`src/rtl/z16_seq_ctrl.sv`:
```
// Z16 multi-cycle sequencer: fetch into the IR, then step decode/execute/memory/writeback.
// Owns the PC, the instruction/data memory handshakes and the sticky memory-timeout error.
module z16_seq_ctrl #(
    parameter logic [15:0] PC_RESET = 16'h0000,
    parameter int unsigned PC_STEP  = 2,
    parameter int unsigned TIMEOUT  = 16
) (
    input  logic        i_clk,
    input  logic        i_rst,
    input  logic        i_run,
    output logic        o_imem_req,
    output logic [15:0] o_imem_addr,
    input  logic        i_imem_ack,
    input  logic [15:0] i_imem_rdata,
    output logic [15:0] o_instr,
    input  logic        i_rd_wen,
    input  logic        i_mem_wen,
    output logic        o_rf_we,
    output logic        o_dmem_req,
    input  logic        i_dmem_ack,
    output logic [15:0] o_pc,
    output logic [2:0]  o_state,
    output logic        o_retired,
    output logic        o_busy,
    output logic        o_err
);

    localparam int unsigned       WAIT_W    = $clog2(TIMEOUT);
    localparam logic [WAIT_W-1:0] WAIT_LAST = WAIT_W'(TIMEOUT - 1);
    localparam logic [15:0]       PC_INC    = 16'(PC_STEP);

    typedef enum logic [2:0] {
        S_IDLE   = 3'd0,
        S_FETCH  = 3'd1,
        S_DECODE = 3'd2,
        S_EXEC   = 3'd3,
        S_MEM    = 3'd4,
        S_WB     = 3'd5,
        S_ERR    = 3'd6
    } state_e;

    state_e              state_q, state_d;
    logic [15:0]         pc_q, pc_d;
    logic [15:0]         instr_q, instr_d;
    logic [WAIT_W-1:0]   wait_q, wait_d;
    logic                retire;

    always_comb begin
        state_d = state_q;
        pc_d    = pc_q;
        instr_d = instr_q;
        wait_d  = wait_q;
        retire  = 1'b0;

        case (state_q)
            S_IDLE: begin
                if (i_run) begin
                    state_d = S_FETCH;
                    wait_d  = '0;
                end
            end
            S_FETCH: begin
                // An ack arriving on the last counted cycle still wins over the timeout.
                if (i_imem_ack) begin
                    instr_d = i_imem_rdata;
                    state_d = S_DECODE;
                end else if (wait_q == WAIT_LAST) begin
                    state_d = S_ERR;
                end else begin
                    wait_d = wait_q + WAIT_W'(1);
                end
            end
            S_DECODE: state_d = S_EXEC;
            S_EXEC: begin
                // A store takes priority; an instruction flagged as both never writes rd.
                if (i_mem_wen) begin
                    state_d = S_MEM;
                    wait_d  = '0;
                end else if (i_rd_wen) begin
                    state_d = S_WB;
                end else begin
                    retire = 1'b1;
                end
            end
            S_MEM: begin
                if (i_dmem_ack) begin
                    retire = 1'b1;
                end else if (wait_q == WAIT_LAST) begin
                    state_d = S_ERR;
                end else begin
                    wait_d = wait_q + WAIT_W'(1);
                end
            end
            S_WB:    retire = 1'b1;
            S_ERR:   state_d = S_ERR;
            default: state_d = S_IDLE;
        endcase

        if (retire) begin
            pc_d    = pc_q + PC_INC;
            wait_d  = '0;
            state_d = i_run ? S_FETCH : S_IDLE;
        end
    end

    always_ff @(posedge i_clk) begin
        if (i_rst) begin
            state_q <= S_IDLE;
            pc_q    <= PC_RESET;
            instr_q <= '0;
            wait_q  <= '0;
        end else begin
            state_q <= state_d;
            pc_q    <= pc_d;
            instr_q <= instr_d;
            wait_q  <= wait_d;
        end
    end

    assign o_imem_req  = (state_q == S_FETCH);
    assign o_dmem_req  = (state_q == S_MEM);
    assign o_rf_we     = (state_q == S_WB);
    assign o_err       = (state_q == S_ERR);
    assign o_busy      = (state_q != S_IDLE) && (state_q != S_ERR);
    assign o_retired   = retire;
    assign o_pc        = pc_q;
    assign o_imem_addr = pc_q;
    assign o_instr     = instr_q;
    assign o_state     = state_q;

endmodule

```
`config.mk`:
```
export PLATFORM = sky130hd
export DESIGN_NAME = z16_seq_ctrl
export DESIGN_NICKNAME = d
export VERILOG_FILES = /design/src/rtl/z16_seq_ctrl.sv
export SDC_FILE = /design/constraint.sdc
export NUM_CORES = 1
export LEC_CHECK = 0
export CAP_MARGIN = 40
export CORE_ASPECT_RATIO = 0.75
export CORE_MARGIN = 4
export CORE_UTILIZATION = 43
export CTS_CLUSTER_SIZE = 20
export DETAILED_ROUTE_END_ITERATION = 8
export GPL_ROUTABILITY_DRIVEN = 0
export PLACE_DENSITY = 0.87
export SLEW_MARGIN = 30
export SYNTH_ARGS = -nofsm -noshare
export SYNTH_HDL_FRONTEND = slang
export SYNTH_SLANG_ARGS = --single-unit
```
`constraint.sdc`:
```
create_clock -name i_clk -period 2.9 [get_ports i_clk]
set_input_delay 0.58 -clock i_clk [delete_from_list [all_inputs] [get_ports i_clk]]
set_output_delay 0.58 -clock i_clk [all_outputs]
set_load 0.02 [all_outputs]
```
==> summary.txt, run 1 <==
Worst setup path
  – Crit path cell chain: clkdlybuf4s50_1, or2_2, a22oi_2, inv_1, clkdlybuf4s50_1
  – WS Path Type: in -> out
  – Cell count of the worst reg-to-reg path: 5
  – Req. time, crit path: 2320 ps
  – Signal arrival time at the worst endpoint: 2220 ps
  – Crit Path Max Fanout: 2
  – R2r setup slk: 810 ps
  – Capturing element type of the critical path: output port
  – Crit path top cell by count: clkdlybuf4s50_1
  – Delay of the slowest cell on the worst path: 550 ps
  – Capture point of the worst reg-to-reg path: o_imem_addr[12]$_SDFFE_PP0P_
  – Category of the worst setup path launch point: primary input
  – Library cell contributing the largest single delay on the critical path: clkdlybuf4s50_1
  – Critical R2R Launch: o_state[1]$_SDFFE_PP0P_

Min path
  – Worst Hold Path EP: o_instr[12]$_SDFFE_PP0P_
  – Tightest Hold Check Type: reg -> reg
  – Critical hold path startpoint: o_instr[12]$_SDFFE_PP0P_
  – Worst hold path cell count: 2

Logic synthesis
  – Yosys reg bits: 38
  – Cell count after synthesis: 241
  – YS warnings: 0
  – Distinct cell type count of the synthesized netlist: 48
  – Netlist Area Pre-Place: 1950 µm²
  – Share of synthesized area occupied by flip-flops and latches: 0.390
  – Mapped Avg Cell Area: 8.09 µm²

Power
  – Total chip power: 1.12 mW
  – Worst supply voltage drop on vdd: 285 µV
  – Lkg Pwr: 0.930 nW
  – Power density over the cells: 412 nW/µm²

Placed design
  – HPWL after detailed placement: 3.65 mm
  – Number of port buffers: 77

Global routing
  – Initial antenna violation count: 0
  – Via count of the first global-routing pass: 1790
  – Maximum number of pins on one net before global-route repair: 34
  – Wire length of the first global-routing pass: 8.34 mm
  – GRT Resource Usage Total: 0.187
  – Grt ovf: 0

STA
  – Period Utilization, post-route: 0.965
  – Largest clock skew in the final design: 3.21 ps
  – Count of endpoints failing setup in the final report: 0
  – Highest clock frequency the design can meet: 0.358 GHz
  – Min Clock Period, post-route: 2800 ps
  – Fin Setup TNS: 0 ps
  – Relative max-transition margin: 0.568
  – RSZ-0062 raised after global routing: false
  – Number of hold violations in the final report: 0
  – Number of max-slew violations in the final report: 0
  – Least-Margin Pin Slew: 646 ps

Drt
  – Vias per cell: 5.33
  – Vias post-DR: 1875
  – Post-DRT Antenna Nets: 0
  – First-pass detailed-route iteration total: 4
  – Drt total wl: 5.09 mm
  – Wirelength per Cell: 14.5 µm
  – Final routed DRC violation total: 0
  – Initial DRC Count: 119

Floorplanning
  – Die width: 85.7 µm
  – Core Region: 4200 µm²
  – Total I/O pin count: 80
  – Die area: 5690 µm²
  – Initial core utilization: 0.464
  – Core Rows: 20
  – Height of the die: 66.3 µm

Flow run
  – Max-capacitance violation count: 0

CTS
  – Root Buffer: clkbuf_8
  – TritonCTS buffer count: 5
  – TritonCTS clock tree: yes
  – Buffers inserted by post-CTS timing repair: 0
  – CTS Hold Buffers Added: 0
  – Sink Count: 38
  – Quantity of gates resized following cts: 0
  – H-tree Lvls: 2
  – Worst-Skew Late Latency: 300 ps
  – Clock transition time at the flip-flop clock pins of the worst setup and hold paths: 70 ps
  – Bufs on Longest Clock Path: 2

Final layout
  – # diodes: 0
  – Core occupancy in the finished layout: 0.644
  – Number of nets in the final layout: 321
  – Most common library cell in the layout ignoring fill and taps: clkdlybuf4s50_1
  – Fraction of final layout cells with drive strength greater than 1: 0.0572
  – Area added between synthesis and finish: 38.8%
  – Most frequent cells in the layout: clkdlybuf4s50_1, nand2_1, dfxtp_1

Status
  – Run status: completed
layout make-up:
| class | count | area [µm²] |
|---|---|---|
| fill | 372 | 1500 |
| multi-input combinational | 165 | 966 |
| timing repair buffer | 80 | 793 |
| sequential | 38 | 761 |
| clock inverter | 2 | 12.5 |
| clock buffer | 6 | 82.6 |
| tap | 55 | 68.8 |
| inverter | 6 | 22.5 |
worst max path at each step:
stage	cells after the start	to	start	slack, ps
global placement	5	o_retired	i_dmem_ack	160
detailed placement	5	o_retired	i_dmem_ack	130
finish	5	o_retired	i_dmem_ack	100
global route	5	o_retired	i_dmem_ack	70
CTS	5	o_retired	i_dmem_ack	110
floorplan	5	o_retired	i_dmem_ack	740
registers in the layout, summed over array words and instances, names as in the netlist:
name,flops
o_imem_addr,15
wait_q,4
o_state,3
o_instr,16
cells by family after synthesis:
family,count (synthesis),synth area share
and+or+nand+nor,94,0.250
AOI/OAI and AO/OA,64,0.213
buffers and inverters,39,0.116
DFF,38,0.390
adders and majority gates,2,0.0128
muxes,2,0.0109
other,1,0.00192
xor gates and xnor gates,1,0.00449
synthesized netlist by cell type, drive strengths merged:
cell,instances,share of area
or2,1,0.0032
or4,10,0.039
o21ai,4,0.010
clkbuf,7,0.013
o221a,2,0.012
a32oi,1,0.0045
and3,2,0.0064
buf,26,0.091
nor3b,1,0.0096
nand3,7,0.018
a211oi,1,0.0039
dfxtp,38,0.39
a211o,2,0.0090
ha,2,0.013
a21oi,32,0.082
mux2i,1,0.0051
nor2b,1,0.0032
o32ai,1,0.0045
o31a,1,0.0045
and4,2,0.0090
xor2,1,0.0045
o32a,1,0.0051
or3,2,0.0064
nand2b,4,0.013
nor2,11,0.021
a22oi,2,0.010
o31ai,10,0.039
a221oi,1,0.0077
a21boi,1,0.0039
o22ai,2,0.0064
mux2,1,0.0058
conb,1,0.0019
nand2,40,0.077
nand4,3,0.0096
and2b,2,0.0090
nor3,3,0.010
a21o,2,0.0077
a31oi,1,0.0032
and2,5,0.016
inv,6,0.012
power breakdown:
group | switching, mW | internal (mW) | total, mW
sequential | 0.0147 | 0.537 | 0.551
combinational | 0.0926 | 0.0887 | 0.181
clock | 0.192 | 0.191 | 0.383
layer usage:
metal | share of wire | vias to the layer above | track usage
met2 | 0.45 | 67 | 0.290
met1 | 0.43 | 852 | 0.224
met5 | 0 | - | 0
met4 | 0.014 | 0 | 0.0672
met3 | 0.11 | 7 | 0.0922
li1 | - | 949 | -
critical path, delay by kind of cell:
kind	cells	cell delay [ps]
and+or+nand+nor	1	310
buffers and inverters	3	1060
AOI/OAI and AO/OA	1	260
stage by stage:
stage | std cells | hold WS (ps) | setup WS, ps | cell area, µm²
2_1_floorplan | 242 | 464 | 739 | 1950
3_3_place_gp | 344 | 441 | 158 | 2610
3_5_place_dp | 344 | 447 | 131 | 2610
4_1_cts | 352 | 457 | 113 | 2710
5_1_grt | 352 | 476 | 71.6 | 2710
6_report | 352 | 454 | 103 | 2710
No activity file was read; power rests on OpenSTA's default activity.
==> inputs of run 2 (changes only) <==
- CORE_ASPECT_RATIO: 0.75 -> 1.5
==> run 2 against run 1 <==
Against the previous run:
- worst hold slack about the same
- core utilization down 1.7 points
- critical path type unchanged
- largest power group unchanged
- final cell count shrank 2.6%
- non-clock buffer count unchanged
- maximum frequency grew 3.5%
- routed wire length down 6.7%
- via count increased by 1.3%
- combinational power about the same
- sequential share of layout area did not move
- sequential power hardly changed
==> summary.txt, run 2 (synthesis results as in run 1) <==
CTS
  – Root Buffer: clkbuf_8
  – Quantity of gates resized following cts: 0
  – CTS Hold Buffers Added: 0
  – TritonCTS buffer count: 5
  – Worst-Skew Late Latency: 280 ps
  – TritonCTS clock tree: yes
  – H-tree Lvls: 2
  – Bufs on Longest Clock Path: 2
  – Clock transition time at the flip-flop clock pins of the worst setup and hold paths: 70 ps
  – Buffers inserted by post-CTS timing repair: 0
  – Sink Count: 38

STA
  – Largest clock skew in the final design: 5.44 ps
  – Minimum hold slack: 454 ps
  – Count of endpoints failing setup in the final report: 0
  – Period Utilization, post-route: 0.932
  – Min Clock Period, post-route: 2700 ps
  – RSZ-0062 raised after global routing: false
  – Fin Setup TNS: 0 ps
  – Highest clock frequency the design can meet: 0.370 GHz
  – Number of max-slew violations in the final report: 0
  – Number of hold violations in the final report: 0
  – Relative max-transition margin: 0.563
  – Least-Margin Pin Slew: 653 ps

Power
  – Cell-internal power: 0.883 mW
  – Proportion of power drawn by the clock network: 0.372
  – Lkg Pwr: 0.935 nW
  – Switching share of power: 0.243
  – Sequential Power Share: 0.472
  – Combinational fraction of design power: 0.155
  – Sw Pwr: 0.284 mW
  – Worst supply voltage drop on vdd: 369 µV
  – Power density over the cells: 431 nW/µm²

Worst setup path
  – Req. time, crit path: 2320 ps
  – Cell count of the worst reg-to-reg path: 4
  – Capture point of the worst reg-to-reg path: o_state[0]$_SDFFE_PP0P_
  – Signal arrival time at the worst endpoint: 2120 ps
  – WS Path Type: in -> out
  – Category of the worst setup path launch point: primary input
  – Crit Path Max Fanout: 2
  – Crit path cell chain: clkdlybuf4s50_1, or2_2, a22oi_2, inv_1, clkdlybuf4s50_1
  – Capturing instance or port of the critical path: o_retired
  – Critical R2R Launch: o_state[1]$_SDFFE_PP0P_
  – Library cell contributing the largest single delay on the critical path: clkdlybuf4s50_1
  – Capturing element type of the critical path: output port
  – Start point of the critical path: i_dmem_ack
  – Delay of the slowest cell on the worst path: 540 ps
  – Crit path top cell by count: clkdlybuf4s50_1
  – R2r setup slk: 910 ps

Final layout
  – Most common library cell in the layout ignoring fill and taps: clkdlybuf4s50_1
  – Number of nets in the final layout: 321
  – Fraction of final layout cells with drive strength greater than 1: 0.0505
  – Most frequent cells in the layout: clkdlybuf4s50_1, nand2_1, dfxtp_1
  – Flip-flop count of the largest register after layout: 16
  – Area added between synthesis and finish: 38.8%
  – # diodes: 0

Drt
  – Initial DRC Count: 130
  – Vias per cell: 5.54
  – Wirelength per Cell: 13.8 µm
  – Post-DRT Antenna Nets: 0
  – First-pass detailed-route iteration total: 5
  – Drt total wl: 4.75 mm
  – Vias post-DR: 1899
  – Final routed DRC violation total: 0

Flow run
  – Max-capacitance violation count: 0

Global routing
  – Initial antenna violation count: 0
  – Grt ovf: 0
  – GRT Resource Usage Total: 0.167
  – Maximum number of pins on one net before global-route repair: 34
  – Wire length of the first global-routing pass: 7.82 mm
  – Via count of the first global-routing pass: 1769

Placed design
  – HPWL after detailed placement: 3.57 mm
  – Number of port buffers: 77

Floorplanning
  – Height of the die: 90.5 µm
  – Initial core utilization: 0.451
  – Core Rows: 29
  – Die area: 5700 µm²
  – Die width: 63.0 µm
  – Total I/O pin count: 80
  – Core Region: 4320 µm²

Status
  – Run status: completed

Min path
  – Tightest Hold Check Type: reg -> reg
[run 2: changes by cell type in the layout (fill, tap and decap cells not counted)]
cell | before | now
bufinv_16 | 0 | 1
clkbuf_1 | 0 | 2
clkbuf_8 | 6 | 5
clkinv_2 | 1 | 0
clkinvlp_4 | 1 | 0
[run 2: area by class of cell]
class | count | area [µm²]
clock buffers | 7 | 76.3
clock inverters | 1 | 30.0
fillers | 371 | 1610
inverters | 6 | 22.5
multi-input cells | 165 | 966
flip-flops and latches | 38 | 761
well taps | 46 | 57.6
repair buffers | 80 | 793
[run 2: routing by layer]
layer | GRT usage | wire (µm) | share of wire | vias up
li1 | - | - | - | 949
met1 | 0.170 | 1790 | 0.38 | 861
met2 | 0.293 | 2440 | 0.51 | 71
met3 | 0.0486 | 321 | 0.068 | 18
met4 | 0.101 | 195 | 0.041 | 0
met5 | 0 | 0 | 0 | -
[run 2: power by group through the flow]
stage               logic (mW)  clock network, mW  registers [mW]
floorplan               0.0899                  0           0.574
global placement         0.180                  0           0.563
detailed placement       0.183                  0           0.564
CTS                      0.183              0.444           0.551
global route             0.197              0.470           0.553
finish                   0.181              0.434           0.551
[run 2: stage by stage]
stage	utilization	setup slack [ps]	instances	power, mW	area (µm²)
global route	0.627	149	343	1.22	2710
global placement	0.602	210	335	0.742	2600
detailed placement	0.602	187	335	0.746	2600
CTS	0.627	188	343	1.18	2710
finish	0.627	198	343	1.17	2710
floorplan	-	739	242	0.664	1950
[run 2: how the worst min path moves through the flow]
stage | cells past startpoint | startpoint | slack, ps | end
floorplan | 2 | wait_q[1]$_SDFFE_PP0P_ | 460 | wait_q[1]$_SDFFE_PP0P_
global placement | 2 | o_instr[7]$_SDFFE_PP0P_ | 440 | o_instr[7]$_SDFFE_PP0P_
detailed placement | 2 | o_instr[5]$_SDFFE_PP0P_ | 450 | o_instr[5]$_SDFFE_PP0P_
CTS | 2 | o_instr[5]$_SDFFE_PP0P_ | 460 | o_instr[5]$_SDFFE_PP0P_
global route | 2 | o_instr[7]$_SDFFE_PP0P_ | 470 | o_instr[7]$_SDFFE_PP0P_
finish | 2 | o_instr[13]$_SDFFE_PP0P_ | 450 | o_instr[13]$_SDFFE_PP0P_
[run 2: critical path: cells and delay by family]
kind	cells	cell delay, ps
AOI/OAI and AO/OA	1	220
and+or+nand+nor	1	310
buffers and inverters	3	1020
==> inputs of run 3 (changes only) <==
- MAX_ROUTING_LAYER: not set -> met4
- TNS_END_PERCENT: not set -> 20
==> run 3 against run 2 <==
Against the previous run:
- die area is the same
- maximum frequency shrank 0.12%
- via count shrank 0.11%
- register-to-register slack is essentially flat
- combinational power is essentially flat
- clock power is essentially flat
- clock-buffer cell count is the same
- sequential share of layout area is the same
- largest cell class unchanged
- non-clock buffer count is the same
- global-route usage grew 0.46 points
==> summary.txt, run 3 (synthesis results as in run 1) <==
CTS
  – Quantity of gates resized following cts: 0
  – TritonCTS buffer count: 5
  – Buffers inserted by post-CTS timing repair: 0
  – Clock transition time at the flip-flop clock pins of the worst setup and hold paths: 70 ps
  – H-tree Lvls: 2
  – TritonCTS clock tree: yes
  – Bufs on Longest Clock Path: 2
  – Worst-Skew Late Latency: 280 ps
  – CTS Hold Buffers Added: 0
  – Sink Count: 38
  – Root Buffer: clkbuf_8

Floorplanning
  – Die area: 5700 µm²
  – Core Region: 4320 µm²
  – Core Rows: 29
  – Height of the die: 90.5 µm
  – Die width: 63.0 µm
  – Initial core utilization: 0.451
  – Total I/O pin count: 80

Drt
  – Initial DRC Count: 108
  – Final routed DRC violation total: 0
  – Post-DRT Antenna Nets: 0
  – First-pass detailed-route iteration total: 5
  – Drt total wl: 4.76 mm
  – Vias per cell: 5.53
  – Wirelength per Cell: 13.9 µm
  – Vias post-DR: 1897

Final layout
  – Count of filler cells inserted in the layout: 371
  – Number of nets in the final layout: 321
  – Flip-flop count of the largest register after layout: 16
  – Area added between synthesis and finish: 38.8%
  – Most common library cell in the layout ignoring fill and taps: clkdlybuf4s50_1
  – Fraction of final layout cells with drive strength greater than 1: 0.0505
  – # diodes: 0
  – Non-filler instance count after layout: 343
  – Non-Filler Cell Area, Final: 2710 µm²
  – Most frequent cells in the layout: clkdlybuf4s50_1, nand2_1, dfxtp_1

Placed design
  – Cell count after placement: 335
  – Area after DPL: 2600 µm²
  – Number of port buffers: 77
  – HPWL after detailed placement: 3.57 mm

Global routing
  – Via count of the first global-routing pass: 1776
  – Wire length of the first global-routing pass: 7.82 mm
  – GRT Resource Usage Total: 0.171
  – Initial antenna violation count: 0
  – Maximum number of pins on one net before global-route repair: 34
  – Grt ovf: 0

STA
  – Largest clock skew in the final design: 5.96 ps
  – Period Utilization, post-route: 0.933
  – Number of max-slew violations in the final report: 0
  – Least-Margin Pin Slew: 657 ps
  – Number of hold violations in the final report: 0
  – Min Clock Period, post-route: 2710 ps
  – Count of endpoints failing setup in the final report: 0
  – Relative max-transition margin: 0.561
  – Minimum hold slack: 453 ps
  – Highest clock frequency the design can meet: 0.370 GHz
  – Fin Setup TNS: 0 ps
  – RSZ-0062 raised after global routing: false

Worst setup path
  – Crit Path Max Fanout: 2
  – Category of the worst setup path launch point: primary input
  – Req. time, crit path: 2320 ps
  – WS Path Type: in -> out
  – Capturing element type of the critical path: output port
  – Signal arrival time at the worst endpoint: 2130 ps

Flow run
  – Max-capacitance violation count: 0

Power
  – Worst supply voltage drop on vdd: 370 µV
  – Lkg Pwr: 0.935 nW
  – Total chip power: 1.17 mW
  – Power density over the cells: 431 nW/µm²

Status
  – Run status: completed

Min path
  – Tightest Hold Check Type: reg -> reg
## run 3: cell counts in the layout (fill, tap and decap cells not counted)
No cell type changed its count.
## run 3: metal layers
layer	up-vias	global-route usage	part of all wire
met2	67	0.293	0.51
met4	0	0.101	0.039
li1	947	-	-
met3	16	0.0374	0.050
met5	-	-	0
met1	867	0.177	0.40
## run 3: path summary, 6_finish.rpt
check | startpoint | end | slack, ps | depth (start not counted)
worst min-delay path | o_instr[2]$_SDFFE_PP0P_ | o_instr[2]$_SDFFE_PP0P_ | 450 | 2
worst min register to register | o_instr[2]$_SDFFE_PP0P_ | o_instr[2]$_SDFFE_PP0P_ | 450 | 2
worst max-delay path | i_dmem_ack | o_retired | 190 | 5
worst max register to register | o_state[1]$_SDFFE_PP0P_ | o_state[0]$_SDFFE_PP0P_ | 910 | 4
## run 3: through the flow
| step | utilization | setup WS [ps] |
|---|---|---|
| 2_1_floorplan | - | 739 |
| 3_3_place_gp | 0.602 | 210 |
| 3_5_place_dp | 0.602 | 187 |
| 4_1_cts | 0.627 | 188 |
| 5_1_grt | 0.627 | 149 |
| 6_report | 0.627 | 194 |
## run 3: power by group
group | internal [mW] | switching [mW]
registers | 0.537 | 0.0144
clock network | 0.257 | 0.177
logic | 0.0887 | 0.0928
## run 3: critical path, cell delays in order
cell and delay [ps]:
clkdlybuf4s50_1 420, or2_2 310, a22oi_2 220, inv_1 60, clkdlybuf4s50_1 540
## run 3: final cells by class
type                       instances  area, µm²  share of cell area
sequential                        38        761               0.281
timing repair buffer              80        793               0.293
clock inverter                     1       30.0              0.0111
clock buffer                       7       76.3              0.0282
inverter                           6       22.5             0.00832
tap                               46       57.6              0.0213
multi-input combinational        165        966               0.357
